### config.mk
export PLATFORM = sky130hd
export DESIGN_NAME = instr_fetch_unit
export DESIGN_NICKNAME = d
export VERILOG_FILES = /design/src/rtl/instr_fetch_unit.sv
export SDC_FILE = /design/constraint.sdc
export NUM_CORES = 1
export LEC_CHECK = 0
export ABC_AREA = 1
export CAP_MARGIN = 20
export CORE_AREA = 2 2 177 144
export DETAILED_ROUTE_END_ITERATION = 16
export DIE_AREA = 0 0 179 146
export PLACE_DENSITY_LB_ADDON = 0.15
export SLEW_MARGIN = 30
export SYNTH_ARGS = -nofsm -noshare
export SYNTH_HDL_FRONTEND = slang
export SYNTH_SLANG_ARGS = --single-unit
### constraint.sdc
create_clock -name clock -period 9.2 [get_ports clock]
set_input_delay 1.38 -clock clock [delete_from_list [all_inputs] [get_ports clock]]
set_output_delay 1.38 -clock clock [all_outputs]
set_load 0.005 [all_outputs]
### src/rtl/instr_fetch_unit.sv
// Instruction fetch unit: owns the PC, issues word reads to a 1-cycle instruction
// memory, buffers returned words in a small FIFO and hands them to decode.
module instr_fetch_unit #(
  parameter logic [31:0] RESET_PC = 32'h0000_0000,
  parameter int          DEPTH    = 4
) (
  input  logic        clock,
  input  logic        reset,
  output logic [31:0] mem_add,
  output logic        mem_enable,
  input  logic [31:0] mem_instr,
  input  logic        redirect_valid,
  input  logic [31:0] redirect_pc,
  output logic        out_valid,
  input  logic        out_ready,
  output logic [31:0] out_instr,
  output logic [31:0] out_pc
);

  localparam int          AW         = (DEPTH > 1) ? $clog2(DEPTH) : 1;
  localparam int          CW         = AW + 1;
  localparam logic [CW:0] DEPTH_W    = (CW + 1)'(DEPTH);
  localparam logic [31:0] RESET_PC_W = {RESET_PC[31:2], 2'b00};

  logic [31:0]   pc_reg, pc_next;
  logic          pend_reg, pend_next;
  logic [31:0]   pend_pc_reg, pend_pc_next;
  logic [CW-1:0] count_reg, count_next;
  logic [AW-1:0] rd_ptr_reg, rd_ptr_next;
  logic [AW-1:0] wr_ptr_reg, wr_ptr_next;

  logic [31:0]   instr_store [DEPTH];
  logic [31:0]   pc_store    [DEPTH];

  logic          issue;
  logic          push;
  logic          pop;
  logic          not_empty;
  logic [CW:0]   credit_used;

  // Buffered words plus the one in flight must never exceed the FIFO size,
  // so a returning word always has a free slot.
  always_comb begin
    credit_used = {1'b0, count_reg} + {{CW{1'b0}}, pend_reg};
    issue       = ~reset & ~redirect_valid & (credit_used < DEPTH_W);
    push        = pend_reg & ~redirect_valid;
    not_empty   = (count_reg != '0);
    pop         = not_empty & ~redirect_valid & out_ready;
  end

  assign mem_enable = issue;
  assign mem_add    = {2'b00, pc_reg[31:2]};
  assign out_valid  = not_empty & ~redirect_valid;
  assign out_instr  = not_empty ? instr_store[rd_ptr_reg] : '0;
  assign out_pc     = not_empty ? pc_store[rd_ptr_reg]    : '0;

  always_comb begin
    pc_next      = pc_reg;
    pend_next    = issue;
    pend_pc_next = pend_pc_reg;
    count_next   = count_reg;
    rd_ptr_next  = rd_ptr_reg;
    wr_ptr_next  = wr_ptr_reg;
    if (redirect_valid) begin
      // Drop everything buffered or in flight and restart at the new target.
      pc_next     = {redirect_pc[31:2], 2'b00};
      pend_next   = 1'b0;
      count_next  = '0;
      rd_ptr_next = '0;
      wr_ptr_next = '0;
    end else begin
      if (issue) begin
        pc_next      = pc_reg + 32'd4;
        pend_pc_next = pc_reg;
      end
      if (push) begin
        wr_ptr_next = wr_ptr_reg + AW'(1);
      end
      if (pop) begin
        rd_ptr_next = rd_ptr_reg + AW'(1);
      end
      case ({push, pop})
        2'b10:   count_next = count_reg + CW'(1);
        2'b01:   count_next = count_reg - CW'(1);
        default: count_next = count_reg;
      endcase
    end
  end

  always_ff @(posedge clock or posedge reset) begin
    if (reset) begin
      pc_reg      <= RESET_PC_W;
      pend_reg    <= 1'b0;
      pend_pc_reg <= '0;
      count_reg   <= '0;
      rd_ptr_reg  <= '0;
      wr_ptr_reg  <= '0;
    end else begin
      pc_reg      <= pc_next;
      pend_reg    <= pend_next;
      pend_pc_reg <= pend_pc_next;
      count_reg   <= count_next;
      rd_ptr_reg  <= rd_ptr_next;
      wr_ptr_reg  <= wr_ptr_next;
    end
  end

  // Storage is only ever written with a returned word; reads are masked while empty.
  always_ff @(posedge clock) begin
    if (push) begin
      instr_store[wr_ptr_reg] <= mem_instr;
      pc_store[wr_ptr_reg]    <= pend_pc_reg;
    end
  end

endmodule

==> key figures <==
Die
  – Die ar.: 26130 µm²
  – Starting Density: 0.5474
  – Core area: 24180 µm²
  – Site Rows: 51
  – Die Height: 146 µm
  – Top Ports: 166
  – Die W: 179 µm

Power and ir drop
  – P per Cell Area: 215.0 nW/µm²
  – Max VDD drop: 0.1428 mV
  – Static leakage: 5.902 nW
  – Design Power: 0.003447 W

Placed design
  – Pre-CTS setup slack: 4609 ps
  – Hpwl dp: 16610 µm
  – RD Place Congestion: 0.8838
  – IO buf count: 159
  – Area after DPL: 15050 µm²

Critical path
  – Crit-path cells: clkinv_2, buf_4, o21ai_0, a21oi_1, clkdlybuf4s50_1
  – R2r startpoint: count_reg[0]$_DFFE_PP0P_
  – Cell with the largest stage delay on the worst path: buf_4
  – Critical Path Max Stage Delay: 640 ps
  – Worst Path Arrival: 3370 ps
  – Startpoint types: flop
  – CP delay by family, top: buffers and inverters
  – Setup crit start: rd_ptr_reg[0]$_DFFE_PP0P_
  – Data required time of the critical path: 7820 ps
  – Buffers and inverters on the worst path: 3
  – Setup CP Type: reg2out
  – FF-to-FF setup slack: 6550 ps
  – Critical Path Fanout Max: 73
  – Crit. End Element: primary output

Timing
  – Relative slew slack: 0.4274
  – Setup TNS: 0 ps
  – Slew of the pin with the lowest slew margin: 858.9 ps
  – Setup WS post-layout: 4447 ps
  – Max Clk Rate: 210.4 MHz
  – Final Max Tran Viols: 0
  – Final hold violation count: 0
  – # setup viols final: 0
  – Minimum clock period: 4753 ps
  – Final Skew: 13.70 ps
  – RSZ-0062 raised after global routing: false
  – Final worst-path cycle share: 0.5166

Logic synthesis
  – Largest family of logic cells by synthesized area: simple AND/OR/NAND/NOR gates
  – Synth cell count leaders: nor2_1 (311), edfxtp_1 (248), nand2_1 (146)
  – Number of distinct library cells after synthesis: 34
  – Synthesized area per cell: 10.85 µm²
  – Fraction of the mapped netlist area in adder cells: 0.006238
  – Synth Warn #: 0
  – Sequential cell area fraction in the yosys report: 0.6910
  – Post-synth EDFFs: 248
  – Mapped cell area: 13240 µm²
  – Synth Area in Compound Gates: 0.09337
  – Flip-flop and latch count after synthesis: 316
  – FFs w/ async S/R, synth: 0.2152
  – XOR/XNOR share of the synthesized area: 0.005954
  – Most frequent cell after synthesis: nor2_1
  – Post-Synth Simple-Gate Area: 0.1648
  – Multiplexer area fraction after synthesis: 0
  – Post-synthesis cell count: 1220
  – Synth top area cells: edfxtp_1 (56%), dfrtp_1 (13%), nor2_1 (8.8%)
  – Yosys top cell by area: edfxtp_1
  – Synth Flop Type: edfxtp_1
  – Share of the synthesized area in the top cell type: 0.5625

Final layout
  – Multi-input gate area: 3625 µm²
  – Reg area: 9154 µm²
  – Ant. Diodes: 0
  – Ratio of cells with drive above 1 in the final layout: 0.06494
  – Number of flip-flops in the largest register: 128
  – Largest regs: instr_store x128, pc_store x120
  – Top reg by flops: instr_store
  – Final #Nets: 1435
  – Area grow syn2layout: 21.09%
  – FILL cells: 1832
  – Post-Layout Inst Area: 16030 µm²

Clock tree
  – Resized Gates After CTS: 0
  – TritonCTS Buffers: 31
  – CTS tree: done
  – Hold buffer count at CTS: 0
  – Clk root buf: clkbuf_16
  – CTS max path bufs: 3
  – Clk_lat worst skew: 560 ps
  – Clock slew at reported path FFs: 60 ps
  – Clock Sinks: 316
  – Setup bufs post-CTS: 0
  – H-tree depth: 1

Global route
  – GRT overflow: 0
  – First-pass GRT wire length: 45480 µm
  – Antenna violations before repair: 0
  – Vias in the first global route: 8671
  – Largest net degree at the start of global routing: 101
  – Gr usage total: 0.2215

Job
  – Max-cap violations: 0

Hold path
  – Hold_sp: pend_pc_reg[11]$_DFFE_PP0P_
  – Hold Path Class: reg2reg

Status
  – Outcome: complete, no violations

Route
  – Iteration-0 DRC Markers: 768
  – Antenna viol nets, final: 0
  – Routed wire length: 28880 µm
  – Drt drc: 0
  – Routed WL per cell: 16.95 µm
  – Via/cell ratio: 5.361
  – Via count: 9135
  – Drt first pass iters: 5
==> worst paths after layout <==
check / end / depth (start not counted)
worst min-delay path: pc_store[3][11]$_DFFE_PP_ / 0
worst min register to register: pc_store[3][11]$_DFFE_PP_ / 0
max in group asynchronous: rd_ptr_reg[0]$_DFFE_PP0P_ / 3
min in group asynchronous: pc_reg[10]$_DFFE_PP0P_ / 3
worst max register to register: pc_reg[21]$_DFFE_PP0P_ / 7
worst max-delay path: out_pc[22] / 5
==> metal layers <==
layer	part of all wire	GRT usage	wire length (µm)
met5	0	0	0
met3	0.065	0.03344	1869
met4	0.017	0.04715	495
met2	0.45	0.3485	13070
met1	0.47	0.3302	13440
==> worst register-to-register path: cells and delay by family (launching register included) <==
family,cells,cell delay (ps)
AOI/OAI and AO/OA,1,200
buffers and inverters,2,960
DFF,1,460
and+or+nand+nor,4,910
==> layout by cell type (no fill, tap or decap), types with 2 or more instances in the layout <==
| cell type | instances |
|---|---|
| nor2_4 | 6 |
| o211ai_1 | 5 |
| clkinv_1 | 3 |
| a21boi_1 | 9 |
| clkinv_4 | 3 |
| clkdlybuf4s50_1 | 159 |
| nand4_1 | 13 |
| conb_1 | 4 |
| ha_1 | 5 |
| o21ai_0 | 138 |
| nor2_2 | 7 |
| a21boi_0 | 6 |
| dfrtp_1 | 66 |
| a21oi_1 | 63 |
| nand2_1 | 146 |
| clkbuf_16 | 31 |
| o21ai_1 | 6 |
| a22oi_1 | 4 |
| clkbuf_1 | 6 |
| clkinv_2 | 11 |
| nand3_2 | 2 |
| inv_1 | 39 |
| clkinvlp_4 | 2 |
| edfxtp_1 | 248 |
| xnor2_1 | 2 |
| nand3_1 | 56 |
| inv_2 | 6 |
| nor2_1 | 307 |
| xor2_1 | 7 |
| buf_4 | 13 |
==> area by class of cell <==
class	count	share of cell area
clock buffers	38	0.05065
multi-input cells	792	0.2261
repair buffers	174	0.1078
inverters	46	0.01085
clock inverters	20	0.008819
well taps	318	0.02482
flip-flops and latches	316	0.5710
==> per-stage QoR <==
stage,hold WS [ps],utilization,instances
2_1_floorplan,476.3,-,1223
3_3_place_gp,497.5,0.6222,1645
3_5_place_dp,498.9,0.6223,1645
4_1_cts,514.4,0.6618,1703
5_1_grt,534.1,0.6629,1704
6_report,509.2,0.6629,1704
==> report_power, final <==
group / leakage (nW) / total [W] / switching, W / internal [W]
combinational: 2.36 / 0.000533 / 0.000287 / 0.000247
clock: 0.471 / 0.00117 / 0.000515 / 0.000657
sequential: 3.07 / 0.00174 / 0.0000954 / 0.00165
total: 5.90 / 0.00345 / 0.000897 / 0.00255
==> logic make-up (layout without fill, tap and decap cells) <==
logic type                 after synthesis  after routing
and+or+nand+nor                        540            540
AOI/OAI and AO/OA                      233            233
DFF                                    316            316
buffers and inverters                  115            278
xor gates and xnor gates                 9              9
adders and majority gates                6              6
other                                    1              4
No activity file was read; power rests on OpenSTA's default activity.
